## src/rtl/multicycle_control.sv

```systemverilog
// Multicycle datapath controller with memory-wait timeout and sticky trap flags.
// Ports:
//   clk, rst_n            - system clock, asynchronous active-low reset
//   opcode[6:0]           - instruction opcode, stable from DECODE until FETCH
//   zero                  - ALU zero flag (branch decision)
//   mem_ready             - memory completes the current access this cycle
//   PCWrite .. ALUOp      - datapath strobes and mux selects
//   retire                - one-cycle pulse per completed instruction
//   illegal, bus_err      - sticky trap causes, cleared only by reset
//   state[3:0]            - current state code
module multicycle_control #(
   parameter int unsigned MEM_TIMEOUT = 16
) (
   input  logic       clk,
   input  logic       rst_n,
   input  logic [6:0] opcode,
   input  logic       zero,
   input  logic       mem_ready,
   output logic       PCWrite,
   output logic       IRWrite,
   output logic       RegWrite,
   output logic       MemRead,
   output logic       MemWrite,
   output logic       MemtoReg,
   output logic       IorD,
   output logic       ALUSrcA,
   output logic       PCSource,
   output logic [1:0] ALUSrcB,
   output logic [1:0] ALUOp,
   output logic       retire,
   output logic       illegal,
   output logic       bus_err,
   output logic [3:0] state
);

   localparam int unsigned CNT_W = (MEM_TIMEOUT > 1) ? $clog2(MEM_TIMEOUT) : 1;

   localparam logic [6:0] OP_LOAD   = 7'b0000011;
   localparam logic [6:0] OP_STORE  = 7'b0100011;
   localparam logic [6:0] OP_RTYPE  = 7'b0110011;
   localparam logic [6:0] OP_ITYPE  = 7'b0010011;
   localparam logic [6:0] OP_BRANCH = 7'b1100011;

   typedef enum logic [3:0] {
      FETCH  = 4'd0,
      DECODE = 4'd1,
      MEMADR = 4'd2,
      MEMRD  = 4'd3,
      MEMWB  = 4'd4,
      MEMWR  = 4'd5,
      EXEC   = 4'd6,
      ALUWB  = 4'd7,
      BRANCH = 4'd8,
      TRAP   = 4'd9
   } state_t;

   state_t           state_q, state_d;
   logic [CNT_W-1:0] cnt_q, cnt_d;
   logic             is_itype_q, is_itype_d;
   logic             illegal_q, illegal_d;
   logic             bus_err_q, bus_err_d;
   logic             wait_state;
   logic             timeout;

   // Memory-wait states share one counter; expiry only when the access is still pending.
   assign wait_state = (state_q == FETCH) || (state_q == MEMRD) || (state_q == MEMWR);
   assign timeout    = wait_state && !mem_ready && (cnt_q == CNT_W'(MEM_TIMEOUT - 1));

   // State and flag registers.
   always_ff @(posedge clk or negedge rst_n) begin
      if (!rst_n) begin
         state_q    <= FETCH;
         cnt_q      <= '0;
         is_itype_q <= 1'b0;
         illegal_q  <= 1'b0;
         bus_err_q  <= 1'b0;
      end else begin
         state_q    <= state_d;
         cnt_q      <= cnt_d;
         is_itype_q <= is_itype_d;
         illegal_q  <= illegal_d;
         bus_err_q  <= bus_err_d;
      end
   end

   // Next state and strobes; strobes decode the state register directly so an
   // asynchronous reset removes them without waiting for a clock edge.
   always_comb begin
      state_d    = state_q;
      is_itype_d = is_itype_q;
      illegal_d  = illegal_q;
      bus_err_d  = bus_err_q;
      PCWrite    = 1'b0;
      IRWrite    = 1'b0;
      RegWrite   = 1'b0;
      MemRead    = 1'b0;
      MemWrite   = 1'b0;
      MemtoReg   = 1'b0;
      IorD       = 1'b0;
      ALUSrcA    = 1'b0;
      PCSource   = 1'b0;
      ALUSrcB    = 2'b00;
      ALUOp      = 2'b00;
      retire     = 1'b0;

      case (state_q)
         FETCH: begin
            MemRead = 1'b1;
            ALUSrcB = 2'b01;
            IRWrite = mem_ready;
            PCWrite = mem_ready;
            if (mem_ready) begin
               state_d = DECODE;
            end else if (timeout) begin
               state_d   = TRAP;
               bus_err_d = 1'b1;
            end
         end
         DECODE: begin
            ALUSrcB    = 2'b10;
            is_itype_d = (opcode == OP_ITYPE);
            if ((opcode == OP_LOAD) || (opcode == OP_STORE)) begin
               state_d = MEMADR;
            end else if ((opcode == OP_RTYPE) || (opcode == OP_ITYPE)) begin
               state_d = EXEC;
            end else if (opcode == OP_BRANCH) begin
               state_d = BRANCH;
            end else begin
               state_d   = TRAP;
               illegal_d = 1'b1;
            end
         end
         MEMADR: begin
            ALUSrcA = 1'b1;
            ALUSrcB = 2'b10;
            state_d = (opcode == OP_LOAD) ? MEMRD : MEMWR;
         end
         MEMRD: begin
            MemRead = 1'b1;
            IorD    = 1'b1;
            if (mem_ready) begin
               state_d = MEMWB;
            end else if (timeout) begin
               state_d   = TRAP;
               bus_err_d = 1'b1;
            end
         end
         MEMWB: begin
            RegWrite = 1'b1;
            MemtoReg = 1'b1;
            retire   = 1'b1;
            state_d  = FETCH;
         end
         MEMWR: begin
            MemWrite = 1'b1;
            IorD     = 1'b1;
            retire   = mem_ready;
            if (mem_ready) begin
               state_d = FETCH;
            end else if (timeout) begin
               state_d   = TRAP;
               bus_err_d = 1'b1;
            end
         end
         EXEC: begin
            ALUSrcA = 1'b1;
            ALUSrcB = is_itype_q ? 2'b10 : 2'b00;
            ALUOp   = 2'b10;
            state_d = ALUWB;
         end
         ALUWB: begin
            RegWrite = 1'b1;
            retire   = 1'b1;
            state_d  = FETCH;
         end
         BRANCH: begin
            ALUSrcA  = 1'b1;
            ALUOp    = 2'b01;
            PCSource = 1'b1;
            PCWrite  = zero;
            retire   = 1'b1;
            state_d  = FETCH;
         end
         TRAP: begin
            state_d = TRAP;
         end
         default: begin
            // Unused codes 10-15 are treated as corruption.
            state_d   = TRAP;
            illegal_d = 1'b1;
         end
      endcase

      // Any transition clears the counter, which covers every entry into a wait state.
      if (state_d != state_q) begin
         cnt_d = '0;
      end else if (wait_state && !mem_ready) begin
         cnt_d = cnt_q + CNT_W'(1);
      end else begin
         cnt_d = cnt_q;
      end
   end

   assign illegal = illegal_q;
   assign bus_err = bus_err_q;
   assign state   = 4'(state_q);

endmodule

```

## config.mk

```make
export PLATFORM = sky130hd
export DESIGN_NAME = multicycle_control
export DESIGN_NICKNAME = d
export VERILOG_FILES = /design/src/rtl/multicycle_control.sv
export SDC_FILE = /design/constraint.sdc
export NUM_CORES = 1
export LEC_CHECK = 0
export ABC_AREA = 0
export CELL_PAD_IN_SITES_DETAIL_PLACEMENT = 1
export CELL_PAD_IN_SITES_GLOBAL_PLACEMENT = 2
export CORE_ASPECT_RATIO = 0.7
export CORE_MARGIN = 1.5
export CORE_UTILIZATION = 28
export DETAILED_ROUTE_END_ITERATION = 10
export GPL_TIMING_DRIVEN = 0
export PLACE_DENSITY_LB_ADDON = 0.1
export RECOVER_POWER = 100
export SYNTH_ARGS = -nofsm -noshare
export SYNTH_HDL_FRONTEND = slang
export SYNTH_SLANG_ARGS = --single-unit
```

## constraint.sdc

```tcl
create_clock -name clk -period 2.03 [get_ports clk]
set_clock_uncertainty 0.1 [all_clocks]
set_input_delay 0.406 -clock clk [delete_from_list [all_inputs] [get_ports clk]]
set_output_delay 0.406 -clock clk [all_outputs]
set_load 0.02 [all_outputs]
```

==> results, run 1 <==
- The H-tree depth is 1.
- The number of standard cells in the final layout excluding fillers is 222.
- Counting every sink on the clock net gives 11.
- Counting flops and latches in the post-synthesis netlist gives 11.
- The relative max-transition margin is 65.11%.
- TritonCTS built the clock tree.
- The multi-input gate area in the final layout is 813.3 µm².
- The total nets after synthesis is 135.
- The total die area is 4399 µm².
- Counting I/O delays and the setup requirement, the final critical path takes 2.031 ns.
- The initial core utilization is 28.93%.
- The half-perimeter wire length after detailed placement is 2.957 mm.
- The fraction of final layout cells with drive strength greater than 1 is 44.71%.
- STA classifies the critical path startpoint as a primary input.
- The design draws 0.4920 mW.
- Global routing used 18.93% of the available tracks across all layers.
- Timing would allow up to 0.4924 GHz.
- The area of the core region is 3875 µm².
- In the final routed layout, each cell accounts on average for 18.69 µm.
- In this run, post-CTS hold repair placed 0 buffers.
- The final reports fail on setup timing.
- The clock slew at the register clock pins of the worst setup and hold paths is 0.05 ns.
- 31 I/O pins were placed.
- The number of antenna violations at the first check in global routing is 0.
- The required time of the critical path is ~2.1 ns.
- The number of antenna diodes in the final layout is 0.
- For the worst setup path, the data arrival time is 2.08 ns.
- The final setup violation count is 1.
- The library cell used most frequently in the layout, excluding fill and tap cells, is buf_4.
- The synthesized instance count is 123.
- The first global-routing pass estimated 6.423 mm of wire.
- The count of different cell masters after synthesis is 57.
- The number of hold violations in the final report was 0.
- The via count is 1209.
- Along the worst path, the maximum fanout reaches 5.
- Entering global routing, the biggest net connects 12 pins.
- The final count of pins violating max slew came to 0.
- At the later pin of the worst-skew pair, clock insertion delay measures 0.24 ns.
- The worst setup path is of the in -> reg kind.
- The max-cap violation count is 0.
- Summing the sequential cell areas from Yosys gives roughly a quarter of the chip area.
- In this run the tool buffered the top-level ports with 30 buffer cells.
- The nature of the critical path endpoint is a flop.
- On the final layout, the worst hold slack is 0.3898 ns.
- The first routing iteration left 130 violations.
- Of the available clock period, the critical path in the final layout requires 100.0%.
- The transition time at the pin with the least slew margin is 0.5217 ns.
- The via count of the first global-routing pass is 1194.
- The slowest stage of the critical path belongs to the cell dlygate4sd3_1.
- After synthesis, the share of flip-flops with an asynchronous set or reset is 100.0%.
- The remaining antenna violation count is 0.
- The run finished, with violations left.
- Summed over all cells, the static leakage comes to 0.7484 nW.
- The overall routed net length is about 4.2 mm.
- Among cell families on the critical path, the largest total delay comes from compound AO/OA/AOI/OAI gates.
- Including well taps, the total number of placed cells is between 200 and 250.
- Counting flops with a built-in enable in the synthesized netlist gives 0.
- Leaving out fill and tap cells, the most frequent cells in the layout are buf_4 (16), nor2_1 (10), dfrtp_1 (9), dlygate4sd3_1 (8).
- The routability-driven placement congestion ratio is between 0.8 and 0.9.
- The filler cells instantiated in the layout total 449.
- The summed instance area of the synthesized netlist is 1121 µm².
- The worst slack at placement is -0.6957 ns.
- In this run the vertical extent of the chip is between 50 and 60 µm.
- In the routed layout, each cell is associated on average with a via count of 5.446.
- The final worst slack is -0.0008960 ns.
- Counting both buffers and inverters, the worst setup path holds a total of 1.
- The final layout contains between 150 and 200 nets.
- The number of buffers between clock root and the deepest sink is 2.
- The path category of the worst min-delay check is reg -> reg.
- Walking the worst path, the cells encountered are dlygate4sd3_1 > or3_1 > o221ai_2 > o2111ai_4 > a211oi_2.
- The synthesis warning total is 0.
- For this run, the leading register cell type out of synthesis is dfrtp_1.
- After detailed routing, the number of remaining DRC violations is 0.
- In this run the core area contains 19 standard-cell rows.
- Before antenna repair, the detailed router went through 4 iterations.
- Registers take around 280 µm².
- In this run, CTS created clock tree buffers numbering 3.
- Power spread over the standard cell area amounts to 286.8 nW/µm².
- In this run the mean area of a mapped cell was 9.114 µm².
- Setup repair after global routing could not meet its margin everywhere.
- The buffer cell driving the clock tree root is clkbuf_8.
- Summing all non-filler instances in the final layout gives an area of 1715 µm².
- The global route total overflow is 0.
- The horizontal extent of the die is around 79 µm.
- VDD sags by at most 0.0002432 V.
- In this run the cell area measured after placement is 1486 µm².
- The delay of the slowest cell on the worst path is 0.62 ns.
- The area added between synthesis and finish is 53.01%.
-- path summary, 6_finish.rpt --
path                             from    endpoint  slack (ns)  depth (start not counted)
hold reg to reg            is_itype_q  is_itype_q        0.39                          2
max in group asynchronous       rst_n    state[1]        0.98                          1
setup / recovery            opcode[4]    cnt_q[2]     -0.0009                          5
min in group asynchronous       rst_n    cnt_q[1]        0.48                          1
setup reg to reg             state[1]    cnt_q[2]        0.06                          6
hold / removal             is_itype_q  is_itype_q        0.39                          2
-- tightest hold or removal path: cells and delay by family, from the launching register on --
| family | cells | cell delay, ns |
|---|---|---|
| and+or+nand+nor | 1 | 0.05 |
| AOI/OAI and AO/OA | 1 | 0.07 |
| DFF | 1 | 0.34 |
-- state kept, by name (all words and copies together), names as in the netlist --
name,count
bus_err,1
state,4
is_itype_q,1
cnt_q,4
illegal,1
-- metrics by stage --
| step | setup TNS [ns] | util (%) |
|---|---|---|
| after CTS | -0.03057 | 40.17 |
| after global routing | -0.2215 | 44.27 |
| final | -0.0008960 | 44.27 |
| after detailed placement | -5.392 | 38.36 |
| after floorplan | 0 | - |
| after global placement | -4.885 | 38.36 |
-- metal layers --
layer	global-route usage, %	share of wire (%)
met4	3.316	0
met1	28.18	49
met3	3.115	4.0
met5	0	0
met2	28.94	47
-- synth_stat cells (2+ instances only) --
master	count	area, µm²
nor2_1	12	45.04
dfrtp_1	11	275.3
nand2_1	6	22.52
nor3_1	6	30.03
a211oi_1	5	37.54
a21oi_1	5	25.02
inv_1	5	18.77
nand3_1	5	25.02
o21ai_0	5	25.02
and3_1	3	18.77
buf_6	3	33.78
clkbuf_8	3	41.29
a21o_1	2	15.01
a31oi_1	2	12.51
buf_4	2	15.01
mux2i_1	2	20.02
o21bai_1	2	15.01
o221ai_1	2	17.52
or2_4	2	17.52
xnor2_1	2	17.52
xor2_1	2	17.52
-- power breakdown --
part | total [mW] | internal, mW | switching (mW) | leakage (nW)
Combinational | 0.0457 | 0.0235 | 0.0222 | 0.593
Clock | 0.227 | 0.136 | 0.0913 | 0.0255
Sequential | 0.219 | 0.219 | 0 | 0.129
-- area by class of cell --
class / count / share of cell area (%)
Multi-Input combinational cell: 96 / 47.41
Inverter: 7 / 1.823
Buffer: 9 / 6.565
Clock inverter: 1 / 0.2918
Clock buffer: 3 / 2.407
Sequential cell: 11 / 16.19
Timing Repair Buffer: 43 / 21.52
Tap cell: 52 / 3.793
-- logic make-up after synthesis --
logic type,Yosys count,synth area share (%)
flops,11,24.55
buf+inv,16,11.50
fa+ha+maj,1,1.116
compound gates,41,29.69
xor+xnor,4,3.126
mux,2,1.786
simple gates,48,28.24
-- what timing repair did --
action                     in CTS  in global routing
gates resized for setup        65                 26
setup endpoints to repair      18                 13
buffers inserted                2                 10
pin swaps                       0                  9
cloned                          0                  1
Note: power is estimated with default switching activity, not from simulation.
==> run 2: changes to the inputs <==
--- a/config.mk
+++ b/config.mk
@@ -9,7 +9,6 @@
 export CELL_PAD_IN_SITES_DETAIL_PLACEMENT = 1
 export CELL_PAD_IN_SITES_GLOBAL_PLACEMENT = 2
 export CORE_ASPECT_RATIO = 0.7
-export CORE_MARGIN = 1.5
 export CORE_UTILIZATION = 28
 export DETAILED_ROUTE_END_ITERATION = 10
 export GPL_TIMING_DRIVEN = 0
==> run 2 against run 1 <==
The run still ends with setup timing left. Setup slack worse by 0.0060 ns. Die area down 3.0%. First-iteration DRC count down 54%. Clock power about the same. Largest cell class unchanged.
==> results, run 2 (synthesized netlist as in run 1, its figures left out) <==
- The hold buffer count at cts was 0 (unchanged).
- The final count of pins violating max slew is 0 (unchanged).
- The required time of the critical path is 2.08 ns (about the same).
- The cell-internal power is 0.3813 mW (+0.75%).
- The number of buffers between clock root and the deepest sink came to 2 (unchanged).
- The initial core utilization came to 30.54% (+1.6 points).
- In this run the worst hold path is classified as reg -> reg.
- The number of design-rule violations left by the first detailed-router iteration was 60 (-54%).
- The nature of the critical path endpoint is a flop.
- The maximum frequency from static timing analysis is 0.4909 GHz (-0.30%).
- The TritonCTS clock tree is done.
- The depth of the worst register-to-register path came to 7 (+1).
- The routability-driven placement congestion ratio is 0.8837 (-1.5%).
- The fraction of final layout cells with drive strength greater than 1 came to 44.12% (-0.59 points).
- The max-cap violation count was 0 (unchanged).
- The detailed-route DRC error count came to 0 (unchanged).
- The horizontal extent of the die is 77.63 µm (-1.3%).
- The design area came to 1724 µm² (+0.51%).
- The relative max-transition margin came to 62.97% (-2.1 points).
- Setup repair after global routing could not meet its margin everywhere.
- The area of the core region is 3671 µm² (-5.3%).
- The power per standard cell area is 285.2 nW/µm² (-0.54%).
- The transition time at the pin with the least slew margin came to 0.5537 ns (+0.03198 ns).
- The fraction of the cycle the final worst path needs is 100.3% (+0.30 points).
- The number of antenna violations at the first check in global routing is 0 (unchanged).
- The layer flagged by global routing as most heavily used is met2.
- The switching power summed over all nets was 0.1105 mW (-2.6%).
- The element type at the critical path start is a primary input.
- The largest net degree at the start of global routing is 12 (unchanged).
- The final setup violation count is 1 (unchanged).
- The path type of the worst setup path is in -> reg.
- The count of clock tree sinks is 11 (unchanged).
- The remaining antenna violation count is 0 (unchanged).
- The number of standard cells in the final layout excluding fillers was 220 (-0.90%).
- The total die area is 4265 µm² (-3.0%).
- The count of input and output buffers is 30 (unchanged).
- The number of standard-cell rows in the floorplan is 18 (-1).
- The fill cell total of the finished layout is 423 (-5.8%).
- The H-tree depth is 1 (unchanged).
- The power consumption is 0.4918 mW (about the same).
- The met1 layer usage reported by global route is 27.48% (-0.70 points).
- The buffer cell driving the clock tree root is clkbuf_8.
- The via count of the first global-routing pass is 1150 (-3.7%).
- The cell depth of the worst hold path is 2 (unchanged).
- The highest net fanout along the worst path is 4 (-1).
- The ratio of routed vias to standard cells is 5.527 (+1.5%).
- The detailed-routing iteration count for the pre-antenna-repair pass is 4 (unchanged).
- The total number of nets in the final design is 183 (unchanged).
- The total instance count after detailed placement came to 203 (-0.98%).
- The final worst slack is -0.006910 ns (-0.006014 ns).
- The checks that failed: setup timing.
- The overall routed net length is 4.188 mm (+0.92%).
- The final critical delay including setup and external delays is 2.037 ns (+0.006014 ns).
- The half-perimeter wire length after detailed placement is 2.836 mm (-4.1%).
- The clock share of power is 45.7% (-0.4 points).
- The critical path data arrival time is 2.08 ns (about the same).
- The global-route wire length before repair is 6.196 mm (-3.5%).
- The clock slew at the register clock pins of the worst setup and hold paths is 0.05 ns (about the same).
- The logic gate share of total power is 9.7% (+0.4 points).
- The count of inserted antenna diode cells was 0 (unchanged).
- The global route total overflow was 0 (unchanged).
- The routed length per placed instance is 19.04 µm (+1.8%).
- The area occupied by registers was 277.8 µm² (unchanged).
- The clock latency reported for the late side of the worst-skew pair is 0.24 ns (about the same).
- The sequential cell fraction of total power is 44.6% (about the same).
- Relative to the synthesized area, the layout overhead comes to 53.79%.
- The global router's overall resource usage is 19.56% (+0.63 points).
- The multi-input gate area in the final layout is 813.3 µm² (unchanged).
- The count of pins on the block boundary is 31 (unchanged).
- The switching power as a share of total power is 22.47% (-0.60 points).
- The placed standard-cell area is 1484 µm² (-0.17%).
- The met2 routing resource usage after global routing is 32.15% (+3.2 points).
- The flow ran to the end, but the final reports show violations.
- The via count is 1216 (+0.58%).
- The global-route met3 utilization was 4.098% (+0.98 points).
- The total CTS buffers is 3 (unchanged).
- The library cells used most frequently in the layout, excluding fill and tap cells, are buf_4 (14), clkdlybuf4s50_1 (12), nor2_1 (9), dfrtp_1 (9), buf_2 (7).
- The standby leakage power is 0.7499 nW (+0.20%).
- The highest ir drop seen on vdd is 0.0002357 V (-3.1%).
- The most common cell after layout, fill and taps aside is buf_4.
- The vertical die dimension came to 54.94 µm (-1.8%).
- The number of hold violations in the final report came to 0 (unchanged).
[run 2: area by class of cell]
cell class,instances,area share (%)
multi-input combinational,96,47.17
timing repair buffer,43,21.55
sequential,11,16.11
buffer,9,6.967
tap,50,3.628
clock buffer,4,2.612
inverter,7,1.959
[run 2: power by group through the flow]
stage | Combinational, mW | Clock [mW] | Sequential, mW
floorplan | 0.0122 | 0 | 0.223
CTS | 0.0438 | 0.228 | 0.220
finish | 0.0475 | 0.225 | 0.220
detailed placement | 0.0435 | 0 | 0.223
global route | 0.0505 | 0.244 | 0.219
global placement | 0.0428 | 0 | 0.223
[run 2: what timing repair did]
item,4_1_cts,5_1_grt
endpoints found under the setup margin,18,16
gates cloned,0,1
pin swaps,0,13
setup buffers,3,9
gates resized for setup,59,32
[run 2: routing by layer]
| layer | vias up | routed length [µm] |
|---|---|---|
| li1 | 565 | - |
| met1 | 606 | 2058 |
| met2 | 41 | 1862 |
| met3 | 4 | 234 |
| met4 | 0 | 32 |
| met5 | - | 0 |
[run 2: worst max-delay path, cell delays in order]
cell and delay, ns:
clkdlybuf4s50_1 0.46, and4bb_4 0.28, a31oi_4 0.09, a311oi_2 0.37, o211ai_2 0.24, a211oi_2 0.24
[run 2: worst paths after layout]
path,slack (ns),start,end
max,-0.007,opcode[1],cnt_q[3]
min,0.38,illegal,illegal
max reg2reg,0.04,state[1],cnt_q[3]
min reg2reg,0.38,illegal,illegal
max in group asynchronous,0.94,rst_n,state[2]
min in group asynchronous,0.49,rst_n,cnt_q[1]
[run 2: metrics by stage]
step | setup TNS [ns] | setup slack [ns] | util, % | hold WS, ns
6_report | -0.006910 | -0.006910 | 46.97 | 0.3842
5_1_grt | -0.3497 | -0.08306 | 46.97 | 0.4206
4_1_cts | 0 | 0.0003495 | 42.71 | 0.3901
3_5_place_dp | -4.893 | -0.6932 | 40.42 | 0.3741
3_3_place_gp | -4.831 | -0.6885 | 40.42 | 0.3718
2_1_floorplan | 0 | 0.03350 | - | 0.01041
